**config.mk**
```make
export PLATFORM = sky130hd
export DESIGN_NAME = ssd_scan
export DESIGN_NICKNAME = d
export VERILOG_FILES = /design/src/rtl/ssd_scan.sv
export SDC_FILE = /design/constraint.sdc
export NUM_CORES = 1
export LEC_CHECK = 0
export ABC_AREA = 1
export BUFFER_PORTS_ARGS = -buffer_cell sky130_fd_sc_hd__buf_2
export CAP_MARGIN = 20
export CORE_MARGIN = 4
export CORE_UTILIZATION = 57
export DETAILED_ROUTE_END_ITERATION = 7
export GPL_ROUTABILITY_DRIVEN = 0
export GPL_TIMING_DRIVEN = 0
export PLACE_DENSITY = 0.82
export SLEW_MARGIN = 40
export SYNTH_ARGS = -nofsm -noshare
export SYNTH_HDL_FRONTEND = slang
export SYNTH_SLANG_ARGS = --single-unit
```
**constraint.sdc**
```tcl
create_clock -name clk -period 1.81 [get_ports clk]
set_input_delay 0.0905 -clock clk [delete_from_list [all_inputs] [get_ports clk]]
set_output_delay 0.0905 -clock clk [all_outputs]
set_load 0.03 [all_outputs]
```
**src/rtl/ssd_scan.sv**
```systemverilog
// Time-multiplexed driver for a multi-digit common-anode 7-segment display.
// Inputs are snapshotted once per frame so a displayed frame is always self-consistent.
module ssd_scan #(
  parameter int DIGITS      = 4,
  parameter int SCAN_CYCLES = 100000,
  parameter bit HEX_EN      = 1'b1
) (
  input  logic                  clk,
  input  logic                  rst,
  input  logic [4*DIGITS-1:0]   value,
  input  logic [DIGITS-1:0]     dp_in,
  input  logic [DIGITS-1:0]     blank,
  input  logic                  lz_en,
  output logic [7:0]            ssd,
  output logic [DIGITS-1:0]     ssd_ctl,
  output logic                  frame_tick
);

  localparam int CW = (SCAN_CYCLES > 1) ? $clog2(SCAN_CYCLES) : 1;
  localparam int IW = (DIGITS > 1) ? $clog2(DIGITS) : 1;
  localparam logic [CW-1:0] CNT_LAST = CW'(SCAN_CYCLES - 1);
  localparam logic [IW-1:0] IDX_LAST = IW'(DIGITS - 1);

  generate
    if (DIGITS < 2 || SCAN_CYCLES < 2) begin : g_bad_params
      $error("ssd_scan: DIGITS and SCAN_CYCLES must both be >= 2");
    end
  endgenerate

  logic [CW-1:0]         cnt;
  logic [IW-1:0]         idx;
  logic [4*DIGITS-1:0]   value_s;
  logic [DIGITS-1:0]     dp_s;
  logic [DIGITS-1:0]     blank_s;
  logic                  lz_s;

  logic                  cnt_wrap;
  logic                  frame_end;
  logic [3:0]            nib;
  logic [DIGITS-1:0]     sup;
  logic                  zero_above;
  logic [6:0]            seg7;
  logic [7:0]            ssd_nxt;
  logic [DIGITS-1:0]     ctl_nxt;

  // Segment patterns a..g, active-low.
  function automatic logic [6:0] glyph(input logic [3:0] n);
    logic [6:0] g;
    case (n)
      4'h0: g = 7'b0000001;
      4'h1: g = 7'b1001111;
      4'h2: g = 7'b0010010;
      4'h3: g = 7'b0000110;
      4'h4: g = 7'b1001100;
      4'h5: g = 7'b0100100;
      4'h6: g = 7'b0100000;
      4'h7: g = 7'b0001111;
      4'h8: g = 7'b0000000;
      4'h9: g = 7'b0000100;
      4'hA: g = HEX_EN ? 7'b0001000 : 7'h7F;
      4'hB: g = HEX_EN ? 7'b1100000 : 7'h7F;
      4'hC: g = HEX_EN ? 7'b0110001 : 7'h7F;
      4'hD: g = HEX_EN ? 7'b1000010 : 7'h7F;
      4'hE: g = HEX_EN ? 7'b0110000 : 7'h7F;
      default: g = HEX_EN ? 7'b0111000 : 7'h7F;
    endcase
    return g;
  endfunction

  assign cnt_wrap  = (cnt == CNT_LAST);
  assign frame_end = cnt_wrap && (idx == IDX_LAST);

  always_comb begin
    nib        = value_s[{idx, 2'b00} +: 4];
    sup        = '0;
    zero_above = 1'b1;
    // Walk from the most significant digit down; a digit is a leading zero
    // only while every nibble at or above it is zero. Digit 0 always shows.
    for (int k = DIGITS - 1; k >= 0; k--) begin
      zero_above = zero_above & (value_s[4*k +: 4] == 4'd0);
      sup[k]     = lz_s && (k != 0) && zero_above;
    end
    seg7    = (blank_s[idx] || sup[idx]) ? 7'h7F : glyph(nib);
    ssd_nxt = {seg7, ~dp_s[idx]};
    ctl_nxt = ~(DIGITS'(1) << idx);
  end

  always_ff @(posedge clk) begin
    if (rst) begin
      cnt        <= '0;
      idx        <= '0;
      value_s    <= '0;
      dp_s       <= '0;
      blank_s    <= '0;
      lz_s       <= 1'b0;
      frame_tick <= 1'b0;
      ssd        <= 8'hFF;
      ssd_ctl    <= '1;
    end else begin
      cnt <= cnt_wrap ? '0 : cnt + CW'(1);
      if (cnt_wrap) begin
        idx <= (idx == IDX_LAST) ? '0 : idx + IW'(1);
      end
      if (frame_end) begin
        value_s <= value;
        dp_s    <= dp_in;
        blank_s <= blank;
        lz_s    <= lz_en;
      end
      frame_tick <= frame_end;
      ssd        <= ssd_nxt;
      ssd_ctl    <= ctl_nxt;
    end
  end

endmodule
```
* Word level (Yosys, flattened, before mapping) *
Memory sizes are Yosys's and may differ from the RTL's. A register that Yosys moved wholly into a read port is not among the register bits.
Index checks and enable logic that the tools add are counted.

word-level totals
  register bits = 50
  ROM bits = 112
  output and inout bits = 13
  memories = 1
  bits of input ports = 27

memory list
  memory           words  bits a word  rd ports  clocked after Yosys merged registers in  wr ports  RTL line  RTL
  (no name shown)  16     7            1         1                                        0         49        case (n)

cells by class
  shift-type cells = 2
  bitwise operators = 4
  reductions and logical operators = 10
  $add $sub $neg = 2
  equality and inequality tests = 2
  $lt $le $gt $ge = 1
  mux-type cells = 7

operators by type and width
  operator                                                                      count
  17-bit by 1-bit adder with 17-bit output, second input constant               1
  17-bit == test, second input constant                                         1
  16-bit by 5-bit indexed part select with 4-bit output                         1
  4-bit logical NOT                                                             3
  1-bit binary-select mux with 2-bit select                                     3
  1-bit logical AND                                                             4
  4-bit NOT                                                                     1
  2-bit OR reduction                                                            2
  1-bit by 2-bit left shift with 4-bit output, first input constant             1
  2-bit by 3-bit less-than comparator with 1-bit output, second input constant  1
  1-bit two-way mux                                                             3
  2-bit by 1-bit adder with 2-bit output, second input constant                 1
  1-bit bitwise AND                                                             2
  2-bit == test, second input constant                                          1
  2-bit two-way mux                                                             1
  1-bit logical OR                                                              1
  1-bit NOT                                                                     1

* Longest topological paths before layout *
Gate-level depths: netlist of the first run.

  word-level depth = 8
  mapped depth = 11
  mapped depth without buffers = 10

* Worst setup path after synthesis of the first run *
No wires, ideal clock.

  kind = register -> register
  start point = register idx[0]
  end point = register ssd[4]
  stages on the path, launching flop included = 12
  period minus slack after synthesis = 1.653 ns
  setup slack = 0.157 ns
  arrival time = 1.523 ns
  data required time = 1.679 ns
  cell sequence = dfxtp_1 -> inv_2 -> buf_2 -> nand2_1 -> nand3_1 -> nand2_1 -> inv_1 -> ha_1 -> nand2_1 -> o21ai_0 -> nand2_1 -> nand3_1

on the way
  longest elaborated chain between the ends = 4

RTL lines
  what                                       RTL line  RTL
  start: declaration                         31        logic [IW-1:0] idx;
  start signal: assignment                   102       idx <= (idx == IDX_LAST) ? '0 : idx + IW'(1);
  1-bit binary-select mux with 2-bit select  83        seg7 = (blank_s[idx] || sup[idx]) ? 7'h7F : glyph(nib);
  1-bit two-way mux (implied by the code)    83
  1-bit logical OR                           83
  2-bit OR reduction (no source line)        -
  end: declaration                           14        output logic [7:0] ssd,

Parallel ways exist; a longest one is shown, timed or not. The select of a mux whose other input is x is not followed.
A chain may end at the register's enable or synchronous reset.

* Worst setup path after layout of the first run *
  start point = register idx[0]
  end point = register ssd[2]

Same word-level chain as after synthesis.

==> results.py, run 1 <==
metrics = {
    "clock_tree": {
        "ctsLongestPathBuffers": 2,
        "cts-buffers-inserted": 9,
        "clk_pin_slew_worst_paths_ps": 60,
        "tritoncts": "done",
        "cts-root-buf": "clkbuf_8",
        "numClockSinks": 57,
        "htree_levels": 3,
        "clock_latency_ps": 330,
    },
    "timing": {
        "setup_viol": 0,
        "hold_viol_final": 0,
        "min_period_ps": 1650,
        "rsz0062_at_grt": "no",
        "whs_ps": 34.4,
        "tightest_slew_ps": 603,
        "slew_viol_final": 0,
        "relSlewSlack_pct": 59.6,
        "min_period_over_period_pct": 91.0,
        "clock-skew-final_ps": 6.96,
        "fmax_ghz": 0.607,
    },
    "floorplanning": {
        "die_x_um": 79.3,
        "dieArea_um2": 6290,
        "initial_utilization_pct": 60.2,
        "ioPinCount": 40,
        "die_h_um": 79.3,
        "num_rows": 25,
        "core-area_um2": 4820,
    },
    "synth": {
        "async_flop_share_pct": 0,
        "synth_top_family_by_area": "simple AND/OR/NAND/NOR gates",
        "syn_nets": 454,
        "yosysWarningCount": 0,
        "synth_fa_ha_area_share_pct": 4.75,
        "synthSimpleGateAreaFrac_pct": 40.2,
        "yosys.area_share.xor_xnor_pct": 2.72,
        "ys_seq_area_share_pct": 39.4,
        "synth_compound_area_share_pct": 3.84,
        "syn_inst": 416,
        "synth-seq-cells": 57,
        "syn_area_um2": 2900,
        "ys_types": 30,
        "ys.flop_type": "dfxtp_1",
        "synth_mux_area_share_pct": 0,
        "synth-edff-count": 0,
        "synth_area_per_cell_um2": 6.97,
    },
    "cells_and_area": {
        "num_antenna_cells": 0,
        "area_delta_synth_final_pct": 18.6,
        "design_area_um2": 3440,
        "multi_input_area_um2": 1500,
        "n_fill_cell": 421,
        "final_cell_mix": "nand2_1 (104), nor2_1 (78), dfxtp_1 (56), inv_1 (43), buf_2 (40)",
        "final_nets": 512,
        "drive_above_1_share_pct": 17.2,
        "final_common_cell": "nand2_1",
        "layout.cells.non_filler": 545,
        "ff_latch_area_um2": 1140,
    },
    "global_routing": {
        "grt_pass1_vias": 2512,
        "antenna_found_initial": 0,
        "grt_overflow": 0,
        "track_usage_pct": 21.0,
        "grt_start_max_net_pins": 12,
        "grt_pass1_wl_um": 10300,
    },
    "flow_run": {
        "maxCapViolCount": 0,
    },
    "placement": {
        "dp_cells": 522,
        "place_area_um2": 3180,
        "portBuffers": 39,
        "hpwlAfterDp_um": 4570,
    },
    "detailed_routing": {
        "vias": 2741,
        "drtAntennaViolNets": 0,
        "wire_per_inst_um": 11.5,
        "drt_iter0_drc": 146,
        "totalWireLength_um": 6250,
        "drt_drc_violations_left": 0,
        "routed_via_density": 5.03,
        "firstDrtPassIters": 4,
    },
    "setup_path": {
        "critPathMaxFanout": 11,
        "cp-start-kind": "register",
        "critical_path_required_ps": 2020,
        "cp-end-kind": "register",
        "arrival_ps": 1850,
        "criticalPathCategory": "reg -> reg",
    },
    "min_path": {
        "worst_hold_path_type": "in -> reg",
    },
    "pwr": {
        "p_seq_share_pct": 53.9,
        "p_int_mw": 1.85,
        "leakage_nw": 1.54,
        "swShare_pct": 21.6,
        "p_clk_share_pct": 40.9,
        "fin_total_pwr_mw": 2.36,
        "p_switching_mw": 0.510,
        "power.share.combinational_pct": 5.3,
        "peakVddDrop_mv": 0.616,
        "power.density_nw_per_um2": 687,
    },
    "status": {
        "status": "completed",
    },
}
==> critical path, stage by stage, from the launching register on <==
cell     delay, ps
dfxtp_4        400
inv_4           70
buf_6          140
nand2_1         50
nand3_1         90
nand2_2        150
inv_1           90
ha_1           210
inv_1           80
o21ai_0        100
nand2_1         70
nand3_1         70
==> metrics by stage <==
stage / setup slack, ps / utilization (%) / setup TNS (ps)
6_report: 163 / 71.3 / 0
5_1_grt: 2.36 / 71.3 / 0
4_1_cts: 23.4 / 70.7 / 0
3_5_place_dp: -118 / 65.9 / -407
3_3_place_gp: -86.4 / 65.9 / -277
2_1_floorplan: 157 / - / 0
==> layout make-up <==
cell class / instances / area share (%)
Buffer: 13 / 2.99
Sequential cell: 57 / 33.3
Clock buffer: 15 / 4.55
Tap cell: 67 / 2.44
Inverter: 45 / 5.06
Timing Repair Buffer: 47 / 7.94
Multi-Input combinational cell: 301 / 43.7
==> timing repair <==
action                                 CTS  global route
endpoints found under the hold margin    7             0
setup endpoints to repair                5            10
hold buffers                             7             0
setup buffers                            0             1
pin swaps                                0             1
resized for setup                        2             9
==> per-layer routing <==
layer  routed length (µm)  GRT usage [%]  vias to the layer above
met5                    0              0                        -
met4                  123           10.8                        0
met3                  348           6.92                       18
met2                 3300           37.8                       77
met1                 2480           21.4                     1209
li1                     -              -                     1437
==> registers in the layout, summed over array words and instances (netlist names) <==
register,count
cnt,17
value_s,16
ssd,8
blank_s,4
dp_s,4
ssd_ctl,4
idx,2
frame_tick,1
lz_s,1
==> power groups by stage <==
stage               clock (mW)  sequential (mW)  combinational, mW
detailed placement           0             1.30              0.113
floorplan                    0             1.32             0.0480
global placement             0             1.30              0.111
finish                   0.965             1.27              0.124
global route              1.04             1.27              0.140
CTS                      0.987             1.27              0.125
==> path summary, 6_finish.rpt <==
kind | startpoint | endpoint | slack [ps] | cells past startpoint
hold reg to reg | cnt[0] | cnt[0] | 450 | 1
setup / recovery | idx[0] | ssd[2] | 160 | 11
setup reg to reg | idx[0] | ssd[2] | 160 | 11
hold / removal | rst | ssd_ctl[3] | 30 | 3
==> synth_stat cells (2+ instances only) <==
master	n	area, µm²
o21ai_0	12	60.1
nand2_1	106	398
buf_2	3	15.0
nand4_1	20	125
buf_4	5	37.5
nor3_2	2	20.0
nand2_2	3	18.8
inv_2	2	7.51
nor2_4	4	45.0
ha_1	11	138
xor2_1	7	61.3
a21oi_1	8	40.0
inv_1	43	161
nor2_1	78	293
nor2_2	3	18.8
nand3_1	37	185
clkbuf_1	2	7.51
dfxtp_1	57	1140
xnor2_1	2	17.5
==> cell families after synthesis <==
logic type | after synthesis
adder cells (fa/ha/maj) | 11
XOR/XNOR | 9
buffers and inverters | 58
flip-flops | 57
AO/OA/AOI/OAI | 22
AND/OR/NAND/NOR | 259
Power figures use the tool's default switching activity.
==> inputs of run 2 (changes only) <==
--- a/config.mk
+++ b/config.mk
@@ -14,6 +14,7 @@
 export GPL_ROUTABILITY_DRIVEN = 0
 export GPL_TIMING_DRIVEN = 0
 export PLACE_DENSITY = 0.82
+export RECOVER_POWER = 100
 export SLEW_MARGIN = 40
 export SYNTH_ARGS = -nofsm -noshare
 export SYNTH_HDL_FRONTEND = slang
==> run 2 against run 1 <==
Net effect: utilization fell by 0.52 points; die area did not move; via count did not move; non-clock buffer count did not move; clock skew barely moved; maximum frequency barely moved; flip-flop and latch count did not move; routed wire length rose by 0.27%; power barely moved; combinational power barely moved; critical endpoint unchanged; highest routed layer unchanged.
==> results.py, run 2 (synthesis gave the netlist of run 1 again) <==
metrics = {
    "timing": {
        "min_period_over_period_pct": 91.0,
        "slew_viol_final": 0,
        "fin_setup_tns_ps": 0,
        "setup_viol": 0,
        "clock-skew-final_ps": 7.08,
        "relSlewSlack_pct": 59.6,
        "hold_viol_final": 0,
        "fmax_ghz": 0.607,
        "rsz0062_at_grt": "no",
        "tightest_slew_ps": 603,
        "min_period_ps": 1650,
    },
    "floorplanning": {
        "die_x_um": 79.3,
        "core-area_um2": 4820,
        "initial_utilization_pct": 60.2,
        "num_rows": 25,
        "ioPinCount": 40,
        "dieArea_um2": 6290,
        "die_h_um": 79.3,
    },
    "min_path": {
        "hold_depth": 3,
        "hp-start": "rst",
        "min_to": "ssd_ctl[3]",
        "worst_hold_path_type": "in -> reg",
    },
    "cells_and_area": {
        "num_antenna_cells": 0,
        "layout.cells.non_filler": 545,
        "area_delta_synth_final_pct": 17.7,
        "top_register": "cnt",
        "final_nets": 512,
        "final_util_pct": 70.8,
        "n_fill_cell": 426,
        "final_cell_mix": "nand2_1 (104), nor2_1 (79), dfxtp_1 (56), inv_1 (43), nand3_1 (37)",
        "largest_reg_flops": 17,
        "drive_above_1_share_pct": 14.0,
        "final_common_cell": "nand2_1",
        "reg_top3": "cnt (17), value_s (16), ssd (8)",
    },
    "clock_tree": {
        "ctsLongestPathBuffers": 2,
        "clock_latency_ps": 330,
        "numClockSinks": 57,
        "cts-buffers-inserted": 9,
        "tritoncts": "done",
        "htree_levels": 3,
        "clk_pin_slew_worst_paths_ps": 60,
        "cts-root-buf": "clkbuf_8",
    },
    "detailed_routing": {
        "drtAntennaViolNets": 0,
        "firstDrtPassIters": 4,
        "drt_iter0_drc": 151,
        "wire_per_inst_um": 11.5,
        "vias": 2741,
        "routed_via_density": 5.03,
        "drt_drc_violations_left": 0,
        "totalWireLength_um": 6270,
    },
    "setup_path": {
        "worstPathCellList": "clkbuf_4, inv_4, nand3_1, nand2_2, inv_1, ha_1, inv_1, o21ai_0, nand2_1, nand3_1",
        "cp-end-kind": "register",
        "critPathMaxFanout": 9,
        "crit_slowest_cell": "dfxtp_1",
        "cp_slowest_stage_delay_ps": 330,
        "r2r_start": "idx[1]",
        "criticalPathCategory": "reg -> reg",
        "arrival_ps": 1850,
        "critical_path_required_ps": 2020,
        "cp-start-kind": "register",
        "ff2ff_setup_slack_ps": 160,
        "reg2reg_depth": 10,
        "critPathBufInv": 4,
        "worstReg2RegEnd": "ssd[2]",
        "critical_path.top_delay_family": "buffers and inverters",
    },
    "pwr": {
        "power.density_nw_per_um2": 692,
        "leakage_nw": 1.51,
        "peakVddDrop_mv": 0.616,
        "fin_total_pwr_mw": 2.36,
    },
    "placement": {
        "hpwlAfterDp_um": 4570,
        "portBuffers": 39,
        "dp_cells": 522,
    },
    "global_routing": {
        "grt_pass1_vias": 2512,
        "antenna_found_initial": 0,
        "track_usage_pct": 21.0,
        "grt_pass1_wl_um": 10300,
        "grt_overflow": 0,
        "grt_start_max_net_pins": 12,
    },
    "flow_run": {
        "maxCapViolCount": 0,
    },
    "status": {
        "status": "completed",
    },
}
==> run 2: cell count changes in the layout (fill, tap and decap cells not counted), sizes merged <==
cell,previous run,this run
buf,49,34
clkbuf,19,34
==> run 2: final cells by class <==
cell class              count  area (µm²)  share of cell area, %
well taps                  67        83.8                   2.46
clock buffers              15         156                   4.59
repair buffers             47         253                   7.41
plain buffers              13         100                   2.93
inverters                  45         174                   5.10
multi-input cells         301        1500                   43.9
flip-flops and latches     57        1140                   33.6
==> run 2: worst min-delay path, cell delays in order <==
cell	delay, ps
buf_2	110
nor2_1	50
inv_1	60
==> run 2: worst max path at each step <==
stage	slack, ps	to	cells after the start	startpoint
2_1_floorplan	160	ssd[4]	11	idx[0]
3_3_place_gp	-90	ssd[4]	11	idx[0]
3_5_place_dp	-120	ssd[7]	11	idx[0]
4_1_cts	20	ssd[7]	11	idx[0]
5_1_grt	2	blank_s[0]	9	cnt[0]
6_report	160	ssd[2]	10	idx[1]
==> run 2: what timing repair did <==
action / in CTS / in global routing
gates cloned: 0 / 0
resized for setup: 2 / 9
buffers inserted: 0 / 1
pin swaps: 0 / 1
endpoints found under the setup margin: 5 / 10
hold buffers: 7 / 0
endpoints found under the hold margin: 7 / 0
==> run 2: layer usage <==
metal / vias up / track usage, % / wire length [µm]
li1: 1434 / - / -
met1: 1214 / 21.4 / 2500
met2: 78 / 37.8 / 3290
met3: 15 / 6.92 / 369
met4: 0 / 10.8 / 111
met5: - / 0 / 0
==> run 2: where the power goes <==
| group | total (mW) | internal, mW | switching (mW) |
|---|---|---|---|
| registers | 1.27 | 1.27 | 0.00520 |
| clock network | 0.965 | 0.529 | 0.437 |
| logic | 0.122 | 0.0523 | 0.0692 |
| total | 2.36 | 1.85 | 0.511 |
==> run 2: metrics by stage <==
stage	setup WS [ps]	hold slack, ps	cell area (µm²)
6_report	162	19.0	3410
5_1_grt	2.36	17.4	3410
4_1_cts	23.4	23.7	3410
3_5_place_dp	-118	289	3180
3_3_place_gp	-86.4	292	3180
2_1_floorplan	157	201	2900
==> inputs of run 3 (changes only) <==
--- a/config.mk
+++ b/config.mk
@@ -13,6 +13,7 @@
 export DETAILED_ROUTE_END_ITERATION = 7
 export GPL_ROUTABILITY_DRIVEN = 0
 export GPL_TIMING_DRIVEN = 0
+export MAX_ROUTING_LAYER = met4
 export PLACE_DENSITY = 0.82
 export RECOVER_POWER = 100
 export SLEW_MARGIN = 40
==> run 3 against run 2 <==
Net effect: routed wire length down 0.57%; maximum frequency down 1.3%; cell area up 0.37%; utilization up 0.26 points; clock skew down 0.76 ps; clock-buffer cell count unchanged; combinational power about the same; non-clock buffer count up 2; sequential share of layout area down 0.12 points; critical path depth unchanged; critical endpoint unchanged.
==> results.py, run 3 (synthesis gave the netlist of run 1 again) <==
metrics = {
    "clock_tree": {
        "htree_levels": 3,
        "cts-root-buf": "clkbuf_8",
        "cts-buffers-inserted": 9,
        "clock_latency_ps": 330,
        "clk_pin_slew_worst_paths_ps": 60,
        "tritoncts": "done",
        "numClockSinks": 57,
        "ctsLongestPathBuffers": 2,
    },
    "pwr": {
        "p_seq_share_pct": 54.0,
        "peakVddDrop_mv": 0.615,
        "leakage_nw": 1.52,
        "p_clk_share_pct": 40.8,
        "p_switching_mw": 0.507,
        "power.share.combinational_pct": 5.1,
        "swShare_pct": 21.5,
        "power.density_nw_per_um2": 688,
        "p_int_mw": 1.85,
    },
    "timing": {
        "hold_viol_final": 0,
        "tightest_slew_ps": 587,
        "worst_slack_ps": 140,
        "rsz0062_at_grt": "no",
        "clock-skew-final_ps": 6.32,
        "setup_viol": 0,
        "min_period_ps": 1670,
        "relSlewSlack_pct": 60.7,
        "fmax_ghz": 0.599,
        "min_period_over_period_pct": 92.3,
        "slew_viol_final": 0,
    },
    "detailed_routing": {
        "firstDrtPassIters": 4,
        "vias": 2765,
        "drt_iter0_drc": 151,
        "drtAntennaViolNets": 0,
        "wire_per_inst_um": 11.4,
        "routed_via_density": 5.05,
        "drt_drc_violations_left": 0,
        "totalWireLength_um": 6230,
    },
    "placement": {
        "dp_cells": 522,
        "place_area_um2": 3180,
        "dp_slack_ps": -118,
        "portBuffers": 39,
        "hpwlAfterDp_um": 4570,
    },
    "setup_path": {
        "crit_slowest_cell": "dfxtp_1",
        "startpoint": "idx[1]",
        "criticalPathCategory": "reg -> reg",
        "worstPathCellList": "clkbuf_4, inv_2, nand3_1, nand2_2, inv_1, ha_1, inv_1, o21ai_0, nand2_1, nand3_1",
        "critical_path_required_ps": 2020,
        "cp-start-kind": "register",
        "r2r_start": "idx[1]",
        "cp-end-kind": "register",
        "critPathBufInv": 4,
        "ff2ff_setup_slack_ps": 140,
        "cp_slowest_stage_delay_ps": 330,
        "critPathMaxFanout": 9,
        "arrival_ps": 1880,
        "critical_path.top_delay_family": "buffers and inverters",
    },
    "min_path": {
        "worst_hold_path_type": "in -> reg",
        "hp-start": "rst",
    },
    "global_routing": {
        "grt_overflow": 0,
        "grt_pass1_wl_um": 10200,
        "antenna_found_initial": 0,
        "grt_pass1_vias": 2515,
        "grt_start_max_net_pins": 12,
        "track_usage_pct": 21.5,
    },
    "cells_and_area": {
        "final_cell_mix": "nand2_1 (104), nor2_1 (79), dfxtp_1 (56), inv_1 (43), nand3_1 (37)",
        "top_register": "cnt",
        "num_antenna_cells": 0,
        "reg_top3": "cnt (17), value_s (16), ssd (8)",
        "design_area_um2": 3420,
        "n_fill_cell": 424,
        "final_nets": 514,
        "drive_above_1_share_pct": 14.4,
        "area_delta_synth_final_pct": 18.1,
        "largest_reg_flops": 17,
        "final_common_cell": "nand2_1",
        "layout.cells.non_filler": 547,
    },
    "floorplanning": {
        "num_rows": 25,
        "die_x_um": 79.3,
        "initial_utilization_pct": 60.2,
        "ioPinCount": 40,
        "die_h_um": 79.3,
        "core-area_um2": 4820,
        "dieArea_um2": 6290,
    },
    "status": {
        "status": "completed",
    },
    "flow_run": {
        "maxCapViolCount": 0,
    },
}
run 3: worst paths after layout:
kind | endpoint | depth (start not counted)
max reg2reg | ssd[2] | 10
min reg2reg | cnt[0] | 1
min | ssd_ctl[3] | 3
max | ssd[2] | 10
run 3: routing by layer:
metal  part of all wire, %  wire length (µm)  vias to the layer above  track usage, %
met3                   5.6               346                       22            6.92
li1                      -                 -                     1437               -
met4                   2.3               146                        0            10.8
met1                    40              2490                     1236            21.2
met2                    52              3250                       70            37.9
met5                     0                 0                        -               -
run 3: worst min-delay path, cell delays in order:
cell    delay (ps)
buf_2          110
nor2_1          50
inv_1           60
run 3: through the flow:
step / TNS [ps] / total power [mW] / util [%] / hold WS, ps
2_1_floorplan: 0 / 1.37 / - / 201
3_3_place_gp: -277 / 1.41 / 65.9 / 292
3_5_place_dp: -407 / 1.41 / 65.9 / 289
4_1_cts: 0 / 2.39 / 70.7 / 23.7
5_1_grt: 0 / 2.45 / 71.1 / 17.4
6_report: 0 / 2.36 / 71.1 / 19.6
run 3: area by class of cell:
type                       count  area (µm²)  share of cell area, %
sequential                    57        1140                   33.4
clock buffer                  15         156                   4.57
inverter                      45         171                   5.01
multi-input combinational    301        1500                   43.8
buffer                        13         100                   2.92
tap                           67        83.8                   2.45
timing repair buffer          49         268                   7.82
run 3: power by group through the flow:
stage               logic, mW  registers [mW]  clock network (mW)
floorplan              0.0480            1.32                   0
global placement        0.111            1.30                   0
detailed placement      0.113            1.30                   0
CTS                     0.125            1.27               0.987
global route            0.136            1.27                1.04
finish                  0.121            1.27               0.962
run 3: timing repair:
item | CTS | global route
gates resized for setup | 2 | 8
endpoints found under the setup margin | 5 | 10
hold buffers | 7 | 0
pin swaps | 0 | 2
buffers inserted | 0 | 3
endpoints found under the hold margin | 7 | 0
